$ cat src/rtl/vga_timing_gen.sv
// -----------------------------------------------------------------------------
// vga_timing_gen
// Raster timing generator for a VGA-style display (1024x768 at default
// parameters). The module produces pixel/line counters together with sync,
// blanking and frame-start flags. Every output is registered in the same
// process, so the flags always decode the counts shown in the same cycle.
//
// Configuration macro:
//   VGA_TIMING_NEG_SYNC_EN - when defined, hsync/vsync are active-low (idle
//                            high, including during reset). When undefined,
//                            they are active-high (idle low).
//
// Ports:
//   clk         in   pixel clock, rising edge
//   reset       in   asynchronous active-high reset
//   pix_en      in   pixel advance enable; outputs hold while low
//   hcount      out  [11:0] current column, 0..H_TOTAL-1
//   hsync       out  horizontal sync
//   hblnk       out  high outside the visible columns
//   vcount      out  [11:0] current line, 0..V_TOTAL-1
//   vsync       out  vertical sync
//   vblnk       out  high outside the visible lines
//   frame_start out  one-cycle pulse when (0,0) follows the end of a frame
// -----------------------------------------------------------------------------
module vga_timing_gen #(
   parameter int H_ACTIVE = 1024,
   parameter int H_FP     = 24,
   parameter int H_SYNC   = 136,
   parameter int H_BP     = 160,
   parameter int V_ACTIVE = 768,
   parameter int V_FP     = 3,
   parameter int V_SYNC   = 6,
   parameter int V_BP     = 29
) (
   input  logic        clk,
   input  logic        reset,
   input  logic        pix_en,
   output logic [11:0] hcount,
   output logic        hsync,
   output logic        hblnk,
   output logic [11:0] vcount,
   output logic        vsync,
   output logic        vblnk,
   output logic        frame_start
);

   localparam logic [11:0] H_TOTAL   = 12'(H_ACTIVE + H_FP + H_SYNC + H_BP);
   localparam logic [11:0] V_TOTAL   = 12'(V_ACTIVE + V_FP + V_SYNC + V_BP);
   localparam logic [11:0] H_VIS     = 12'(H_ACTIVE);
   localparam logic [11:0] V_VIS     = 12'(V_ACTIVE);
   localparam logic [11:0] HS_BEGIN  = 12'(H_ACTIVE + H_FP);
   localparam logic [11:0] HS_END    = 12'(H_ACTIVE + H_FP + H_SYNC);
   localparam logic [11:0] VS_BEGIN  = 12'(V_ACTIVE + V_FP);
   localparam logic [11:0] VS_END    = 12'(V_ACTIVE + V_FP + V_SYNC);

`ifdef VGA_TIMING_NEG_SYNC_EN
   localparam logic SYNC_ON = 1'b0;
`else
   localparam logic SYNC_ON = 1'b1;
`endif
   localparam logic SYNC_OFF = ~SYNC_ON;

   logic [11:0] h_next_s;
   logic [11:0] v_next_s;
   logic        h_wrap_s;
   logic        frame_next_s;
   logic        hsync_next_s;
   logic        hblnk_next_s;
   logic        vsync_next_s;
   logic        vblnk_next_s;

   // Next counter values; the flags are decoded from these next values so the
   // registered flags line up with the registered counts with zero skew.
   always_comb begin
      h_next_s     = 12'd0;
      v_next_s     = vcount;
      h_wrap_s     = 1'b0;
      frame_next_s = 1'b0;
      if (hcount == (H_TOTAL - 12'd1)) begin
         h_wrap_s = 1'b1;
         h_next_s = 12'd0;
      end else begin
         h_next_s = hcount + 12'd1;
      end
      if (h_wrap_s) begin
         if (vcount == (V_TOTAL - 12'd1)) begin
            v_next_s     = 12'd0;
            frame_next_s = 1'b1;
         end else begin
            v_next_s = vcount + 12'd1;
         end
      end else begin
         v_next_s = vcount;
      end
   end

   // Sync and blank decode of the next position.
   always_comb begin
      hblnk_next_s = (h_next_s >= H_VIS);
      vblnk_next_s = (v_next_s >= V_VIS);
      if ((h_next_s >= HS_BEGIN) && (h_next_s < HS_END)) begin
         hsync_next_s = SYNC_ON;
      end else begin
         hsync_next_s = SYNC_OFF;
      end
      if ((v_next_s >= VS_BEGIN) && (v_next_s < VS_END)) begin
         vsync_next_s = SYNC_ON;
      end else begin
         vsync_next_s = SYNC_OFF;
      end
   end

   // Output registers: everything advances together on an enabled edge.
   // A stalled edge holds the position but clears frame_start so the pulse
   // lasts exactly one enabled cycle. The reset state has no frame_start,
   // so (0,0) out of reset never pulses.
   always_ff @(posedge clk or posedge reset) begin
      if (reset) begin
         hcount      <= 12'd0;
         vcount      <= 12'd0;
         hsync       <= SYNC_OFF;
         vsync       <= SYNC_OFF;
         hblnk       <= 1'b0;
         vblnk       <= 1'b0;
         frame_start <= 1'b0;
      end else if (pix_en) begin
         hcount      <= h_next_s;
         vcount      <= v_next_s;
         hsync       <= hsync_next_s;
         vsync       <= vsync_next_s;
         hblnk       <= hblnk_next_s;
         vblnk       <= vblnk_next_s;
         frame_start <= frame_next_s;
      end else begin
         frame_start <= 1'b0;
      end
   end

endmodule
$ cat config.mk
export PLATFORM = sky130hd
export DESIGN_NAME = vga_timing_gen
export DESIGN_NICKNAME = d
export VERILOG_FILES = /design/src/rtl/vga_timing_gen.sv
export SDC_FILE = /design/constraint.sdc
export NUM_CORES = 1
export LEC_CHECK = 0
export ABC_AREA = 1
export BUFFER_PORTS_ARGS = -buffer_cell sky130_fd_sc_hd__clkbuf_2
export CAP_MARGIN = 20
export CORE_ASPECT_RATIO = 0.75
export CORE_MARGIN = 4
export CORE_UTILIZATION = 30
export CTS_CLUSTER_SIZE = 16
export DETAILED_ROUTE_END_ITERATION = 10
export PLACE_DENSITY = 0.48
export SYNTH_ARGS = -nofsm -noshare
export SYNTH_HDL_FRONTEND = slang
export SYNTH_SLANG_ARGS = --single-unit
$ cat constraint.sdc
create_clock -name clk -period 4.4 [get_ports clk]
set_clock_uncertainty 0.05 [all_clocks]
set_input_delay 0.44 -clock clk [delete_from_list [all_inputs] [get_ports clk]]
set_output_delay 0.44 -clock clk [all_outputs]
set_load 0.01 [all_outputs]
==> impl_metrics.env, run 1 <==
export IMPL_outcome="finished, final reports clean"
export IMPL_period_minus_slack_ns=2.07
export IMPL_ff2ff_setup_slack_ns=2.33
export IMPL_cts_buffers=5
export IMPL_yosysWarnings=0
export IMPL_worst_slew_margin_rel=0.548
export IMPL_die_area_sq_um=7680
export IMPL_timing_hold_ws_ns=0.149
export IMPL_firstDrtPassIters=4
export IMPL_cts_path_max_buffers=2
export IMPL_pwr_density_cell_nw_per_um2=422
export IMPL_critical_path_startpoint_type="flop"
export IMPL_dp_cells=380
export IMPL_critical_path_top_cell_by_count="sky130_fd_sc_hd__nand2_1"
export IMPL_die_width_microns=99.9
export IMPL_final_layout_size_suffix_gt1_frac=0.171
export IMPL_timing_critical_path_fanout_max=12
export IMPL_ctsResizeCount=0
export IMPL_postCtsHoldBufs=0
export IMPL_grt_first_pass_wirelength_mm=8.72
export IMPL_postRouteWirelength_mm=5.08
export IMPL_portBuffers=31
export IMPL_endpoint="vsync$_DFFE_PP0P_"
export IMPL_timing_setup_tns_ns=0
export IMPL_cpPeakStageDelay_ns=0.41
export IMPL_yosys_cell_count_top_type="sky130_fd_sc_hd__nand2_1"
export IMPL_netlist_cell_types=26
export IMPL_max_vdd_ir_drop_mv=0.148
export IMPL_top_usage_layer="met1"
export IMPL_ys_ff_latch=29
export IMPL_r2r_cells=12
export IMPL_cts_root_buf="sky130_fd_sc_hd__clkbuf_8"
export IMPL_grt_max_degree=30
export IMPL_drt_via_density=4.68
export IMPL_timing_final_hold_violations=0
export IMPL_fp_row_count=24
export IMPL_syn_cell_area_sq_um=1900
export IMPL_synth_edff_count=0
export IMPL_drt_iter0_markers=105
export IMPL_cts_tree="done"
export IMPL_core_area_sq_um=5980
export IMPL_seq_area_frac_synth=0.382
export IMPL_post_synth_top_area_cell="sky130_fd_sc_hd__dfrtp_1"
export IMPL_clock_sink_count=29
export IMPL_n_antenna_cell=0
export IMPL_cts_htree_levels=2
export IMPL_post_place_cell_area_sq_um=2110
export IMPL_grt_pass1_vias=1650
export IMPL_drt_antenna_violating_nets=0
export IMPL_dieHeight_microns=76.9
export IMPL_postSynth_asyncResetShare=1.00
export IMPL_overflow=0
export IMPL_cts_clk_slew_worst_paths_ns=0.07
export IMPL_worst_path_stages=12
export IMPL_cp_top_family="simple AND/OR/NAND/NOR gates"
export IMPL_vias=1817
export IMPL_area_share_of_the_largest_cell_type_after_synthesis=0.382
export IMPL_postSynthAreaPerCell_sq_um=6.78
export IMPL_worst_path_max_delay_cell="sky130_fd_sc_hd__dfrtp_1"
export IMPL_measured_slew_at_the_worst_slew_check_pin_ns=0.677
export IMPL_reported_max_cap_violation_count=0
export IMPL_dp_final_hpwl_mm=3.80
export IMPL_post_cts_buffers=0
export IMPL_gate_count_of_the_mapped_netlist=280
export IMPL_grt_met3_usage=0.0381
export IMPL_finalInstanceArea_sq_um=2210
export IMPL_final_max_slew_viol_count=0
export IMPL_routabilityCongestion=0.812
export IMPL_setup_viol=0
export IMPL_synth_commonest_cells="90 x sky130_fd_sc_hd__nand2_1, 30 x sky130_fd_sc_hd__inv_1, 29 x sky130_fd_sc_hd__dfrtp_1, 29 x sky130_fd_sc_hd__nand3_1, 27 x sky130_fd_sc_hd__nor2_1"
export IMPL_clock_fmax_ghz=0.483
export IMPL_antenna_found_initial=0
export IMPL_route_detailed_wl_per_inst_microns=13.1
export IMPL_worst_setup_path_startpoint="hcount[0]$_DFFE_PP0P_"
export IMPL_crit_path_end_kind="flop"
export IMPL_critical_path_cell_chain="ha_1, nand2_2, nor2_4, nand2_2, nor2_4, nand3b_1, nand3_1, nand2_1, nand2_1, nand2_1, nand3_1, nand2_1"
export IMPL_critPathRequiredTime_ns=4.53
export IMPL_final_nets=315
export IMPL_reg2reg_to="vsync$_DFFE_PP0P_"
export IMPL_synth_area_leaders="sky130_fd_sc_hd__dfrtp_1 38%, sky130_fd_sc_hd__nand2_1 18%, sky130_fd_sc_hd__nand3_1 7.6%, sky130_fd_sc_hd__o21ai_0 6.9%, sky130_fd_sc_hd__inv_1 5.9%"
export IMPL_route_detailed_drc=0
export IMPL_hold_path_class="in -> async"
export IMPL_grt_use_met2=0.176
export IMPL_global_router_s_overall_resource_usage=0.142
export IMPL_flow_area_growth_from_synthesis_pct=16.5
export IMPL_timing_setup_critical_path_class="reg -> reg"
export IMPL_final_instance_count_excl_fill=388
export IMPL_initial_core_util=0.318
export IMPL_critical_path_buf_inv_count=0
export IMPL_critical_path_reg2reg_startpoint="hcount[0]$_DFFE_PP0P_"
export IMPL_rsz0062_at_grt="no"
export IMPL_clock_latency_ns=0.29
export IMPL_top_level_ports=32
export IMPL_mappedNetlistNets=286
export IMPL_post_route_period_util=0.470
export IMPL_critical_path_arrival_ns=2.20
export IMPL_ys_dominant_reg_cell="sky130_fd_sc_hd__dfrtp_1"
export IMPL_gr_usage_met1=0.233
export IMPL_p_leak_nw=1.10
[worst min-delay path, delay by kind of cell]
family,cells,cell delay (ns)
buffers and inverters,3,0.47
[state kept, by name (all words and copies together) (netlist names)]
name	count
vsync	1
hcount	12
frame_start	1
vcount	12
hsync	1
vblnk	1
hblnk	1
[power by group]
group	switching (W)	leakage (nW)	internal, W
clock	0.000107	0.0542	0.000141
sequential	0.0000777	0.381	0.000320
combinational	0.000181	0.669	0.000108
total	0.000365	1.10	0.000569
[layout make-up]
class | instances | area [sq um]
clock buffer | 7 | 96.3
clock inverter | 1 | 5.00
fill | 639 | 3760
inverter | 34 | 128
multi-input combinational | 207 | 997
sequential | 29 | 726
tap | 78 | 97.6
timing repair buffer | 32 | 163
[placed cells by master (no fill, tap or decap)]
cell,n
sky130_fd_sc_hd__nand3b_1,1
sky130_fd_sc_hd__nand4_2,1
sky130_fd_sc_hd__nor3_1,2
sky130_fd_sc_hd__clkbuf_8,7
sky130_fd_sc_hd__o21bai_1,1
sky130_fd_sc_hd__inv_2,4
sky130_fd_sc_hd__buf_4,1
sky130_fd_sc_hd__nor2_2,2
sky130_fd_sc_hd__nand3_1,29
sky130_fd_sc_hd__ha_1,3
sky130_fd_sc_hd__nand4_1,5
sky130_fd_sc_hd__a21oi_1,1
sky130_fd_sc_hd__dfrtp_1,29
sky130_fd_sc_hd__o21ai_1,1
sky130_fd_sc_hd__nand2_2,2
sky130_fd_sc_hd__nor2_1,27
sky130_fd_sc_hd__nand3_2,1
sky130_fd_sc_hd__a22o_1,1
sky130_fd_sc_hd__o22ai_1,3
sky130_fd_sc_hd__nor2_4,3
sky130_fd_sc_hd__clkinv_2,1
sky130_fd_sc_hd__nand2_1,90
sky130_fd_sc_hd__xor2_1,8
sky130_fd_sc_hd__clkbuf_2,31
sky130_fd_sc_hd__inv_1,30
sky130_fd_sc_hd__o21ai_0,26
[logic make-up after synthesis]
family | share of synthesized area
buffers and inverters | 0.0929
AND/OR/NAND/NOR | 0.376
XOR/XNOR | 0.0369
flip-flops | 0.382
adder cells (fa/ha/maj) | 0.0198
AO/OA/AOI/OAI | 0.0922
[worst min-delay path by stage]
stage	from	end	slack, ns	cells after the start
detailed placement	hsync$_DFFE_PP0P_	hsync$_DFFE_PP0P_	0.42	2
floorplan	reset	frame_start$_DFF_PP0_	0.47	1
global route	reset	vcount[0]$_DFFE_PP0P_	0.20	3
global placement	hsync$_DFFE_PP0P_	hsync$_DFFE_PP0P_	0.43	2
CTS	reset	hcount[8]$_DFFE_PP0P_	0.16	3
finish	reset	vcount[0]$_DFFE_PP0P_	0.15	3
[layer usage]
metal	routed length [microns]	part of all wire
met1	2780	0.55
met5	0	0
met2	1930	0.38
met4	36	0.0071
met3	339	0.067
[stage by stage]
step	util	setup slack [ns]	total power [W]
floorplan	-	2.63	0.000580
global placement	0.353	2.26	0.000698
detailed placement	0.353	2.24	0.000692
CTS	0.370	2.33	0.000945
global route	0.370	2.10	0.00101
finish	0.370	2.33	0.000934
No activity file was read; power rests on OpenSTA's default activity.
==> inputs of run 2 (changes only) <==
PLACE_DENSITY = 0.5   (was 0.48)
clock period = 1.7 ns   (was 4.4 ns; I/O delays follow)
==> run 2 against run 1 <==
Compared with the run above: the flow now finishes with violations (negative setup slack); sequential power increased by 140%; via count grew 18%; cell area grew 31%; register-to-register slack lost 2.5 ns; global-route usage is 1.7 points higher; routed wire length grew 18%; core utilization grew 11 points; final cell count grew 19%; sequential share of layout area fell by 7.7 points; die area stayed put.
==> impl_metrics.env, run 2 (same netlist as run 1, synthesis figures left out) <==
export IMPL_reg_largest_list="hcount (12), vcount (12)"
export IMPL_antenna_found_initial=0
export IMPL_routabilityCongestion=0.853
export IMPL_crit_path_end_kind="flop"
export IMPL_clock_latency_ns=0.28
export IMPL_clock_fmax_ghz=0.538
export IMPL_top_level_ports=32
export IMPL_worst_slew_margin_rel=0.726
export IMPL_cts_tree="done"
export IMPL_clock_power_share=0.203
export IMPL_timing_hold_worst_start="pix_en"
export IMPL_cts_clk_slew_worst_paths_ns=0.07
export IMPL_post_route_period_util=1.09
export IMPL_p_seq_frac=0.347
export IMPL_rsz0062_at_grt="yes"
export IMPL_post_layout_total_power_w=0.00279
export IMPL_violations="negative setup slack"
export IMPL_dp_cells=445
export IMPL_dieHeight_microns=76.9
export IMPL_dp_final_hpwl_mm=4.33
export IMPL_final_cell_mix="87 x sky130_fd_sc_hd__nand2_1, 66 x sky130_fd_sc_hd__buf_4, 31 x sky130_fd_sc_hd__clkbuf_2"
export IMPL_drt_via_density=4.65
export IMPL_critical_path_reg2reg_startpoint="hcount[0]$_DFFE_PP0P_"
export IMPL_global_router_s_overall_resource_usage=0.159
export IMPL_route_detailed_wl_per_inst_microns=13.0
export IMPL_grt_max_degree=30
export IMPL_cts_htree_levels=2
export IMPL_sw_frac_of_total=0.386
export IMPL_setup_viol=8
export IMPL_vias=2142
export IMPL_flow_area_growth_from_synthesis_pct=52.6
export IMPL_clock_sink_count=29
export IMPL_initial_core_util=0.318
export IMPL_final_layout_size_suffix_gt1_frac=0.392
export IMPL_p_leak_nw=1.50
export IMPL_top_usage_layer="met1"
export IMPL_drt_iter0_markers=111
export IMPL_final_max_slew_viol_count=0
export IMPL_critical_path_startpoint_type="flop"
export IMPL_pwr_density_cell_nw_per_um2=964
export IMPL_timing_setup_critical_path_class="reg -> reg"
export IMPL_cts_root_buf="sky130_fd_sc_hd__clkbuf_8"
export IMPL_n_antenna_cell=0
export IMPL_grt_met3_usage=0.0345
export IMPL_hold_path_class="in -> reg"
export IMPL_max_vdd_ir_drop_mv=0.495
export IMPL_portBuffers=31
export IMPL_worst_setup_path_startpoint="hcount[0]$_DFFE_PP0P_"
export IMPL_regArea_sq_um=727
export IMPL_finalInstanceArea_sq_um=2900
export IMPL_gr_usage_met1=0.264
export IMPL_overflow=0
export IMPL_layout_filler_cells=600
export IMPL_grt_pass1_vias=1955
export IMPL_critical_path_arrival_ns=2.03
export IMPL_power_report_internal_total_w=0.00172
export IMPL_firstDrtPassIters=4
export IMPL_critPathRequiredTime_ns=1.87
export IMPL_route_detailed_drc=0
export IMPL_cts_path_max_buffers=2
export IMPL_grt_use_met2=0.206
export IMPL_core_area_sq_um=5980
export IMPL_netSwitchingPower_w=0.00108
export IMPL_measured_slew_at_the_worst_slew_check_pin_ns=0.411
export IMPL_mostFrequentLayoutCell="sky130_fd_sc_hd__nand2_1"
export IMPL_comb_power_share=0.450
export IMPL_post_place_cell_area_sq_um=2600
export IMPL_fp_row_count=24
export IMPL_drt_antenna_violating_nets=0
export IMPL_reported_max_cap_violation_count=0
export IMPL_postRouteWirelength_mm=6.00
export IMPL_die_area_sq_um=7680
export IMPL_timing_critical_path_fanout_max=4
export IMPL_outcome="finished, violations left"
export IMPL_fin_ws_ns=-0.160
export IMPL_die_width_microns=99.9
export IMPL_placement_setup_worst_slack_ns=-0.155
export IMPL_final_nets=388
export IMPL_cts_buffers=5
export IMPL_timing_final_hold_violations=0
export IMPL_grt_first_pass_wirelength_mm=9.75
export IMPL_multi_input_comb_area_sq_um=1120
export IMPL_timing_hold_ws_ns=0.304
export IMPL_period_minus_slack_ns=1.86
export IMPL_final_instance_count_excl_fill=461
==> run 2: final cells by class <==
type / count / share of cell area
inverters: 34 / 0.0449
clock buffers: 6 / 0.0250
clock inverters: 2 / 0.00345
repair buffers: 105 / 0.255
flip-flops and latches: 29 / 0.251
well taps: 78 / 0.0337
multi-input cells: 207 / 0.387
==> run 2: metrics by stage <==
stage               utilization  TNS, ns
floorplan                     -  -0.0728
global placement          0.435   -0.414
finish                    0.485   -0.633
detailed placement        0.435   -0.467
global route              0.485    -2.35
CTS                       0.455   -0.597
==> run 2: worst paths after layout <==
kind,end,slack (ns),cells past startpoint
min in group asynchronous,hsync$_DFFE_PP0P_,0.44,4
max in group asynchronous,vcount[2]$_DFFE_PP0P_,0.84,4
min,hcount[3]$_DFFE_PP0P_,0.30,5
max,vsync$_DFFE_PP0P_,-0.16,13
max reg2reg,vsync$_DFFE_PP0P_,-0.16,13
min reg2reg,hsync$_DFFE_PP0P_,0.43,2
==> run 2: worst max-delay path, cell delays in order (launching register included) <==
cell,delay (ns)
sky130_fd_sc_hd__dfrtp_1,0.40
sky130_fd_sc_hd__ha_4,0.18
sky130_fd_sc_hd__nand2_4,0.05
sky130_fd_sc_hd__nor2_4,0.12
sky130_fd_sc_hd__nand2_4,0.09
sky130_fd_sc_hd__nor2_4,0.16
sky130_fd_sc_hd__buf_4,0.13
sky130_fd_sc_hd__nand2_1,0.04
sky130_fd_sc_hd__nand2_1,0.10
sky130_fd_sc_hd__nand3_1,0.10
sky130_fd_sc_hd__nor3_2,0.13
sky130_fd_sc_hd__buf_4,0.13
sky130_fd_sc_hd__nand3_1,0.05
sky130_fd_sc_hd__nand2_1,0.06
==> run 2: timing repair <==
item / in CTS / in global routing
setup buffers: 2 / 6
pin swaps: 3 / 7
resized for setup: 3 / 46
hold endpoints to repair: 29 / 0
hold buffers: 1 / 0
endpoints found under the setup margin: 11 / 24
==> run 2: power by group through the flow <==
stage                     clock, W  sequential, W  combinational [W]
final                     0.000568       0.000969            0.00126
after floorplan                  0        0.00105           0.000457
after CTS                 0.000589       0.000954            0.00118
after global routing      0.000626       0.000990            0.00140
after global placement           0       0.000965            0.00115
after detailed placement         0       0.000966            0.00115
==> run 2: per-layer routing <==
layer | vias to the layer above | wire, microns
met3 | 2 | 343
met2 | 59 | 2430
met1 | 989 | 3210
met5 | - | 0
li1 | 1092 | -
met4 | 0 | 23
